===== src/rtl/reg_bank_sb_pkg.sv =====
// reg_bank_sb shared types and constants.
// Soft-clear FSM states, default geometry, PC-select helper.
package reg_bank_pkg;

  typedef enum logic {
    ST_IDLE,
    ST_CLEAR
  } state_t;

  localparam int DEF_XLEN = 32;
  localparam int DEF_NREG = 32;

  function automatic int pc_sel_bit(input int nreg);
    return $clog2(nreg);
  endfunction

endpackage


===== src/rtl/reg_bank_sb_if.sv =====
// reg_bank_sb decode/writeback port bundle.
// master drives selects, write and issue; slave returns data and busy.
interface reg_bank_sb_if #(
  parameter int XLEN = 32,
  parameter int NREG = 32
);
  localparam int AW = $clog2(NREG);

  logic [AW:0]     selA;
  logic [AW-1:0]   selB;
  logic [XLEN-1:0] inPC;
  logic            we;
  logic [AW-1:0]   rd;
  logic [XLEN-1:0] busC;
  logic            iss_valid;
  logic [AW-1:0]   iss_rd;
  logic            clr_req;
  logic [XLEN-1:0] outA;
  logic [XLEN-1:0] outB;
  logic            busyA;
  logic            busyB;
  logic            clr_busy;

  modport master (
    output selA, selB, inPC,
    output we, rd, busC,
    output iss_valid, iss_rd,
    output clr_req,
    input  outA, outB,
    input  busyA, busyB,
    input  clr_busy
  );

  modport slave (
    input  selA, selB, inPC,
    input  we, rd, busC,
    input  iss_valid, iss_rd,
    input  clr_req,
    output outA, outB,
    output busyA, busyB,
    output clr_busy
  );

endinterface


===== src/rtl/reg_bank_sb_scoreboard.sv =====
// Pending-write scoreboard: one bit per register.
// Set beats clear on the same index; clear-all beats both.
module reg_scoreboard #(
  parameter int NREG = 32,
  parameter int AW   = $clog2(NREG)
) (
  input  logic          clk,
  input  logic          reset,
  input  logic          set_en,
  input  logic [AW-1:0] set_idx,
  input  logic          clr_en,
  input  logic [AW-1:0] clr_idx,
  input  logic          clr_all,
  input  logic [AW-1:0] rd_a,
  input  logic [AW-1:0] rd_b,
  output logic          busy_a,
  output logic          busy_b
);

  logic [NREG-1:0] pending;
  logic [NREG-1:0] pending_nxt;

  always_comb begin
    pending_nxt = pending;
    if (clr_en) pending_nxt[clr_idx] = 1'b0;
    if (set_en) pending_nxt[set_idx] = 1'b1;
    if (clr_all) pending_nxt = '0;
    // x0 never has an outstanding producer
    pending_nxt[0] = 1'b0;
  end

  always_ff @(posedge clk or negedge reset) begin
    if (!reset) pending <= '0;
    else        pending <= pending_nxt;
  end

  assign busy_a = pending[rd_a];
  assign busy_b = pending[rd_b];

endmodule


===== src/rtl/reg_bank_sb.sv =====
// Register bank with PC read mux, write bypass,
// pending-write scoreboard and sequential soft clear.
module reg_bank_sb
  import reg_bank_pkg::*;
#(
  parameter int XLEN   = DEF_XLEN,
  parameter int NREG   = DEF_NREG,
  parameter int BYPASS = 1
) (
  input  logic clk,
  input  logic reset,
  reg_bank_sb_if.slave bus
);

  localparam int AW = $clog2(NREG);
  localparam int PB = pc_sel_bit(NREG);
  localparam logic [AW-1:0] LAST = AW'(NREG - 1);
  localparam logic [AW-1:0] ONE  = AW'(1);

  state_t state, state_nxt;
  logic [AW-1:0] idx;
  logic [XLEN-1:0] regs [NREG];

  logic          idle;
  logic          wr_en;
  logic          iss_en;
  logic          clr_start;
  logic          pc_sel;
  logic [AW-1:0] ia;
  logic [AW-1:0] ib;
  logic          byp_a;
  logic          byp_b;
  logic          pend_a;
  logic          pend_b;

  assign idle      = (state == ST_IDLE);
  assign wr_en     = idle && bus.we && (bus.rd != '0);
  assign iss_en    = idle && bus.iss_valid && (bus.iss_rd != '0);
  assign clr_start = idle && bus.clr_req;

  always_comb begin
    state_nxt = state;
    unique case (state)
      ST_IDLE:  if (bus.clr_req) state_nxt = ST_CLEAR;
      ST_CLEAR: if (idx == LAST)  state_nxt = ST_IDLE;
      default:  state_nxt = ST_IDLE;
    endcase
  end

  always_ff @(posedge clk or negedge reset) begin
    if (!reset) state <= ST_IDLE;
    else        state <= state_nxt;
  end

  // Index holds at LAST on exit so it never wraps to x0
  always_ff @(posedge clk or negedge reset) begin
    if (!reset) begin
      idx <= ONE;
    end else if (clr_start) begin
      idx <= ONE;
    end else if (state == ST_CLEAR && idx != LAST) begin
      idx <= idx + ONE;
    end
  end

  always_ff @(posedge clk or negedge reset) begin
    if (!reset) begin
      for (int i = 0; i < NREG; i++) regs[i] <= '0;
    end else if (state == ST_CLEAR) begin
      regs[idx] <= '0;
    end else if (wr_en) begin
      regs[bus.rd] <= bus.busC;
    end
  end

  reg_scoreboard #(
    .NREG (NREG),
    .AW   (AW)
  ) u_sb (
    .clk     (clk),
    .reset   (reset),
    .set_en  (iss_en),
    .set_idx (bus.iss_rd),
    .clr_en  (wr_en),
    .clr_idx (bus.rd),
    .clr_all (clr_start),
    .rd_a    (ia),
    .rd_b    (ib),
    .busy_a  (pend_a),
    .busy_b  (pend_b)
  );

  assign pc_sel = bus.selA[PB];
  assign ia     = bus.selA[AW-1:0];
  assign ib     = bus.selB;
  assign byp_a  = (BYPASS != 0) && wr_en && (bus.rd == ia);
  assign byp_b  = (BYPASS != 0) && wr_en && (bus.rd == ib);

  always_comb begin
    bus.outA = regs[ia];
    if (pc_sel)     bus.outA = bus.inPC;
    else if (byp_a) bus.outA = bus.busC;
  end

  always_comb begin
    bus.outB = regs[ib];
    if (byp_b) bus.outB = bus.busC;
  end

  assign bus.busyA    = !pc_sel && pend_a && !byp_a;
  assign bus.busyB    = pend_b && !byp_b;
  assign bus.clr_busy = (state == ST_CLEAR);

endmodule

===== src/flat_wrapper.sv =====
// flat-port wrapper written by rule: the top's interface ports become plain ports
module reg_bank_sb_flat import reg_bank_pkg::*;
#(
  parameter int XLEN   = DEF_XLEN,
  parameter int NREG   = DEF_NREG,
  parameter int BYPASS = 1
)
  (clk, reset, bus_selA, bus_selB, bus_inPC, bus_we, bus_rd, bus_busC, bus_iss_valid, bus_iss_rd, bus_clr_req, bus_outA, bus_outB, bus_busyA, bus_busyB, bus_clr_busy);
  reg_bank_sb_if #(.XLEN(XLEN), .NREG(NREG)) bus_i ();
  input  logic clk;
  input  logic reset;
  input wire logic [$bits(bus_i.selA)-1:0] bus_selA;
  input wire logic [$bits(bus_i.selB)-1:0] bus_selB;
  input wire logic [$bits(bus_i.inPC)-1:0] bus_inPC;
  input wire logic [$bits(bus_i.we)-1:0] bus_we;
  input wire logic [$bits(bus_i.rd)-1:0] bus_rd;
  input wire logic [$bits(bus_i.busC)-1:0] bus_busC;
  input wire logic [$bits(bus_i.iss_valid)-1:0] bus_iss_valid;
  input wire logic [$bits(bus_i.iss_rd)-1:0] bus_iss_rd;
  input wire logic [$bits(bus_i.clr_req)-1:0] bus_clr_req;
  output wire logic [$bits(bus_i.outA)-1:0] bus_outA;
  output wire logic [$bits(bus_i.outB)-1:0] bus_outB;
  output wire logic [$bits(bus_i.busyA)-1:0] bus_busyA;
  output wire logic [$bits(bus_i.busyB)-1:0] bus_busyB;
  output wire logic [$bits(bus_i.clr_busy)-1:0] bus_clr_busy;
  assign bus_i.selA = bus_selA;
  assign bus_i.selB = bus_selB;
  assign bus_i.inPC = bus_inPC;
  assign bus_i.we = bus_we;
  assign bus_i.rd = bus_rd;
  assign bus_i.busC = bus_busC;
  assign bus_i.iss_valid = bus_iss_valid;
  assign bus_i.iss_rd = bus_iss_rd;
  assign bus_i.clr_req = bus_clr_req;
  assign bus_outA = bus_i.outA;
  assign bus_outB = bus_i.outB;
  assign bus_busyA = bus_i.busyA;
  assign bus_busyB = bus_i.busyB;
  assign bus_clr_busy = bus_i.clr_busy;
  reg_bank_sb #(.XLEN(XLEN), .NREG(NREG), .BYPASS(BYPASS)) u_core (.clk(clk), .reset(reset), .bus(bus_i));
endmodule

===== config.mk =====
export PLATFORM = sky130hd
export DESIGN_NAME = reg_bank_sb_flat
export DESIGN_NICKNAME = d
export VERILOG_FILES = /design/src/rtl/reg_bank_sb_pkg.sv /design/src/rtl/reg_bank_sb_if.sv /design/src/rtl/reg_bank_sb_scoreboard.sv /design/src/rtl/reg_bank_sb.sv /design/src/flat_wrapper.sv
export SDC_FILE = /design/constraint.sdc
export NUM_CORES = 2
export LEC_CHECK = 0
export ABC_AREA = 1
export BUFFER_PORTS_ARGS = -buffer_cell sky130_fd_sc_hd__buf_4
export CAP_MARGIN = 20
export CELL_PAD_IN_SITES_DETAIL_PLACEMENT = 0
export CELL_PAD_IN_SITES_GLOBAL_PLACEMENT = 1
export CORE_MARGIN = 2
export CORE_UTILIZATION = 28
export DETAILED_ROUTE_END_ITERATION = 6
export PLACE_DENSITY = 0.56
export SLEW_MARGIN = 5
export SYNTH_ARGS = -nofsm -noshare
export SYNTH_HDL_FRONTEND = slang
export SYNTH_SLANG_ARGS = --single-unit

===== constraint.sdc =====
create_clock -name clk -period 6.5 [get_ports clk]
set_clock_uncertainty 0.05 [all_clocks]
set_input_delay 1.3 -clock clk [delete_from_list [all_inputs] [get_ports clk]]
set_output_delay 1.3 -clock clk [all_outputs]
set_load 0.01 [all_outputs]

==> Word level (Yosys, flattened, before mapping) <==
Index checks and enable logic that the tools add are counted.
{ "op_classes": {"muxes": 32, "n_eq_ne": 4, "magnitude_cmp": 12, "shift": 0, "n_div": 0, "n_mul": 0, "bitwise": 10, "n_reduce_logical": 22, "addsub": 1} }
{ "op_table": {"columns": ["op", "count"], "rows": [
  ["two-way mux 1024 bit", 2],
  ["bitwise AND 1024 bit", 1],
  ["bitwise mux 1024 bit", 1],
  ["NOT 1024 bit", 1],
  ["two-way mux 32 bit", 12],
  ["binary-select mux 32 bit (select 5 bit)", 2],
  ["demux 32 bit (select 5 bit)", 2],
  ["bitwise AND 32 bit", 1],
  ["NOT 32 bit", 1],
  ["bitwise OR 32 bit", 1],
  [">= comparator 6 bit, second input constant", 4],
  ["less-than comparator 5 x 6 -> 1 bit, second input constant", 4],
  ["NOT 5 -> 6 bit", 4],
  ["logical AND 1 bit", 15],
  ["less-than comparator 6 x 1 -> 1 bit, second input constant", 2],
  ["binary-select mux 1 bit (select 5 bit)", 2],
  ["demux 1 bit (select 5 bit)", 2],
  ["equality test 5 bit", 2],
  [">= comparator 5 x 1 -> 1 bit, second input constant", 2],
  ["two-way mux 5 bit", 2],
  ["nonzero test 5 bit", 2],
  ["two-way mux 1 bit", 6],
  ["adder 5 x 1 -> 5 bit, second input constant", 1],
  ["equality test 5 bit, second input constant", 1],
  ["other kinds (5)", 8]
]} }
{ "totals": {"romBits": 0, "out_inout_bits": 67, "register_bits": 1061, "ramBits": 0, "n_memories": 0, "latchBits": 0} }

==> Logic depth before layout (Yosys ltp) <==
{ "depth": {"depth_word": 10, "ltp_mapped": 14, "depth_no_buf": 10} }

==> Cells and area by module <==
From an unflattened synthesis, not the netlist that was laid out.
{ "unflattened": {"hier_cells": 8424, "hier_area_um2": 60590.6} }
{ "modules_own_cells": {"columns": ["module", "area_each_um2", "cells_each", "n_inst", "seq_area_each_um2"], "rows": [
  ["reg_bank_sb", 58448.6, 8106, 1, 25776.0],
  ["reg_scoreboard", 2142.1, 318, 1, 775.7]
]} }

==> Least setup slack after synthesis <==
No wires, ideal clock.
{ "synth_path": {"kind": "input to output", "start": "input port bus_selB[0]", "end": "output port bus_busyB", "path_stages": 13, "arrival_ns": 2.829, "setup_slack_ns": 2.321, "cell_sequence": "buf_2 > inv_1 > buf_2 > buf_2 > clkbuf_1 > nand2_1 > nand3_1 > nand2_1 > a21oi_1 > o31ai_1 > nand3_1 > nand2_1 > nor2_1"} }
{ "synth_between": {"elab_chain_cells": 4, "word_cells_on_any_way": 6, "classes_between": "eq/ne (1); mux (2); reduce/logical (3)"} }
{ "synth_lines": {"columns": ["element", "line_no", "text"], "rows": [
  ["from (decl)", "flat_wrapper.sv:13", "input wire logic [$bits(bus_i.selB)-1:0] bus_selB;"],
  ["branches (longest 3 deep; another with binary-select mux 1 bit (select 5 bit))", null, null],
  ["logical AND 1 bit (*)", "reg_bank_sb.sv:111", "assign bus.busyB = pend_b && !byp_b;"],
  ["to (decl)", "flat_wrapper.sv:24", "output wire logic [$bits(bus_i.busyB)-1:0] bus_busyB;"]
]} }
Every way passes the cells marked *. The select of a mux whose other input is x is not followed.

==> Final worst setup path <==
{ "layout_path": {"start": "input port bus_selA[4]", "end": "output port bus_outA[26]"} }
{ "layout_between": {"elab_chain_cells": 6, "word_cells_on_any_way": 8, "classes_between": "eq/ne (1); mux (5); bitwise (1); reduce/logical (1)"} }
{ "layout_lines": {"columns": ["element", "line_no", "text"], "rows": [
  ["from (decl)", "flat_wrapper.sv:12", "input wire logic [$bits(bus_i.selA)-1:0] bus_selA;"],
  ["NOT 5 -> 6 bit (not written as such)", "reg_bank_sb.sv:100", "bus.outA = regs[ia];"],
  ["binary-select mux 32 bit (select 5 bit)", "reg_bank_sb.sv:100", null],
  ["two-way mux 32 bit (not written as such) (2 in a row)", "reg_bank_sb.sv:100", null],
  ["two-way mux 32 bit (*)", "reg_bank_sb.sv:102", "else if (byp_a) bus.outA = bus.busC;"],
  ["two-way mux 32 bit (*)", "reg_bank_sb.sv:101", "if (pc_sel) bus.outA = bus.inPC;"],
  ["to (decl)", "flat_wrapper.sv:21", "output wire logic [$bits(bus_i.outA)-1:0] bus_outA;"]
]} }
Every way passes the cells marked *; elsewhere a longest branch is shown, timed or not. The select of a mux whose other input is x is not followed.

==> flow_metrics.tcl <==
set metrics [dict create \
    post-place-ws_ps 1090 \
    critical_path.cell_chain "buf_4, inv_4, nand2_1, nand4_1, nor3_4, buf_4, a21oi_1, nand3_1, nand2_1, buf_4" \
    synth_fp_nets 8227 \
    remaining_drc_errors 0 \
    setup-violations-final 0 \
    path_buf_inv 4 \
    hold-worst-slack_ps 430 \
    slew_headroom_pct 18.4 \
    power.total_mw 21.5 \
    synth-compound-area-share_pct 21.6 \
    ctsLongestPathBuffers 3 \
    total_of_hold_buffers_inserted_after_clock_tree_synthesis 0 \
    synth.ff_latch_count 1061 \
    ff2ff_path_depth 6 \
    post_synth_instance_area_mm2 0.0594 \
    dieArea_mm2 0.216 \
    tritoncts.num_buffers 138 \
    core-area_mm2 0.211 \
    power_density_mw_per_mm2 313 \
    detailedRoute.firstPassIterationCount 6 \
    cts_tree "done" \
    final_cell_count_no_fill 10800 \
    die_height_um 465 \
    post_cts_resize_count 0 \
    max_capacitance_violation_count 0 \
    crit_family "buffers and inverters" \
    die_w_um 465 \
    worst-endpoint-required_ps 5150 \
    synth-xor-area-share_pct 0.0884 \
    port_buffers 156 \
    synthFlopType "sky130_fd_sc_hd__dfrtp_1" \
    detail_route.wirelength_um 327000 \
    post_layout_nets 7974 \
    areaGrowthSynthToFinish_pct 15.6 \
    post_cts.repair.setup_buffers 0 \
    via_per_inst 5.74 \
    rsz_0062_raised_after_global_routing "false" \
    grt_overflow_total 0 \
    highest_net_fanout_along_the_worst_path 24 \
    htree_levels 4 \
    synth_seq_area_share_pct 44.7 \
    routed-via-count 62000 \
    fillCellCount 22700 \
    final.min_clock_period_ps 5520 \
    detailed_place.area_mm2 0.0638 \
    first_iter_violations 8665 \
    final_core_util_pct 32.5 \
    number_of_pins_exceeding_their_max_slew_limit_in_the_final_report 0 \
    layout.cell_area.non_filler_mm2 0.0687 \
    final_cell_mix "sky130_fd_sc_hd__nand2_1, sky130_fd_sc_hd__nand3_1, sky130_fd_sc_hd__inv_1" \
    clock.fmax_mhz 181 \
    initial_antenna_violation_count 22 \
    p_leak_nw 30.7 \
    syn-instance-count 8132 \
    clk-insertion-delay-late_ps 790 \
    worstReg2RegEnd "u_core.regs[974]" \
    finalHoldViolations 0 \
    synthArstFlopShare_pct 100 \
    post-place-cells 10500 \
    synth_top_family_by_area "compound AO/OA/AOI/OAI gates" \
    pin_count 157 \
    gr-usage-all-layers_pct 29.5 \
    tns_ps 0 \
    worstMarginPinSlew_ps 1220 \
    timing.hold.worst.start "u_core.regs[1018]" \
    synthAdderAreaFrac_pct 0.105 \
    timing_worst_setup_path_type "in2out" \
    grt_max_degree 187 \
    grt_pass1_vias 59100 \
    synth.area.mux_share_pct 0.0168 \
    initial_core_util_pct 28.1 \
    whs_path_depth 2 \
    tritoncts_num_sinks 1061 \
    crit_path_frequent_cell "sky130_fd_sc_hd__buf_4" \
    mostFrequentLayoutCell "sky130_fd_sc_hd__nand2_1" \
    wl_per_cell_um 30.3 \
    slowest_stage_cell_cp "sky130_fd_sc_hd__a21oi_1" \
    yosys.cell_types.count 33 \
    reg2reg_setup_slack_ps 2520 \
    synth_simple_gate_area_share_pct 21.4 \
    grt_pass1_wl_um 461000 \
    timing.final.ws_setup_ps 983 \
    setup.worst_path.start_class "input port" \
    timing.hold.worst.class "reg2reg" \
    worstReg2RegStart "u_core.bus.clr_busy" \
    critical-path-max-stage-delay_ps 900 \
    cts.clk_slew.worst_paths_ps 60 \
    synth_warnings 0 \
    worst_hold_endpoint "u_core.regs[1018]" \
    arrival_time_of_the_worst_setup_path_ps 4170 \
    final_cycle_share_pct 84.9 \
    route.antenna.remaining_nets 0 \
    dp_hpwl_um 176000 \
    gpl.final_weighted_congestion 0.856 \
    mean_post_synth_cell_area_um2 7.31 \
    post_route_cells_drive_above_1_share_pct 8.44 \
    synth_edf_count 0 \
    floorplan.rows 169 \
    root_buffer_cell "sky130_fd_sc_hd__clkbuf_16" \
    timing.critical_path.depth 10 \
    irDropWorstVdd_mv 0.202 \
    result_of_the_run "finished, final reports clean" \
    crit_path_capture_type "output port" \
]
-- flip-flops by register name, indices dropped and copies added (netlist names) --
register             flops
u_core.u_sb.pending     31
u_core.idx               5
u_core.bus.clr_busy      1
u_core.regs           1024
-- cell type report --
class / count / area (µm²) / area share, %
flip-flops and latches: 1061 / 26600 / 38.6
repair buffers: 375 / 3710 / 5.41
inverters: 1110 / 4210 / 6.13
clock inverters: 26 / 295 / 0.430
diodes: 6 / 15.0 / 0.0219
clock buffers: 208 / 4190 / 6.10
multi-input cells: 5193 / 26200 / 38.1
well taps: 2821 / 3530 / 5.14
-- layer usage --
layer	global-route usage, %	up-vias	wire, µm
li1	-	27000	-
met1	40.5	30900	140000
met2	44.7	3343	142000
met3	6.16	639	29500
met4	12.1	8	15100
met5	0	-	45
-- worst register-to-register path, stage by stage, from the launching register on --
cell and delay [ps]:
sky130_fd_sc_hd__dfrtp_1 770, sky130_fd_sc_hd__inv_2 620, sky130_fd_sc_hd__nor4_2 590, sky130_fd_sc_hd__nand2_1 430, sky130_fd_sc_hd__nand2_2 730, sky130_fd_sc_hd__buf_4 500
sky130_fd_sc_hd__o22ai_1 130
-- cell usage after synthesis, types with 10 or more instances --
cell	count	area share (%)
sky130_fd_sc_hd__o21ai_1	11	0.093
sky130_fd_sc_hd__dfrtp_1	1060	45
sky130_fd_sc_hd__o31ai_1	19	0.24
sky130_fd_sc_hd__buf_1	98	0.62
sky130_fd_sc_hd__o211ai_1	126	1.6
sky130_fd_sc_hd__buf_2	112	0.94
sky130_fd_sc_hd__clkbuf_1	555	3.5
sky130_fd_sc_hd__nand3_1	1284	11
sky130_fd_sc_hd__or2_2	10	0.11
sky130_fd_sc_hd__a21oi_1	538	4.5
sky130_fd_sc_hd__o21ai_0	584	4.9
sky130_fd_sc_hd__inv_1	1103	7.0
sky130_fd_sc_hd__nand2_1	1512	9.5
sky130_fd_sc_hd__o22ai_1	968	10
sky130_fd_sc_hd__nor2_1	106	0.67
-- worst max path at each step --
stage | to | from
after global routing | bus_outA[26] | bus_selA[4]
final | bus_outA[26] | bus_selA[4]
after detailed placement | bus_outA[15] | bus_selA[4]
after floorplan | bus_busyB | bus_selB[0]
after global placement | bus_outB[10] | bus_selB[0]
after CTS | bus_outA[15] | bus_selA[4]
-- cell families after synthesis --
kind of cell / count (synthesis)
mux: 1
compound gates: 2248
simple gates: 2933
xor+xnor: 6
fa+ha+maj: 5
flops: 1061
buf+inv: 1878
-- power breakdown --
| part | switching, mW | total [mW] | internal [mW] |
|---|---|---|---|
| clock | 3.23 | 7.81 | 4.59 |
| combinational | 3.79 | 5.40 | 1.61 |
| sequential | 0.611 | 8.32 | 7.71 |
| total | 7.63 | 21.5 | 13.9 |
Note: power is estimated with default switching activity, not from simulation.
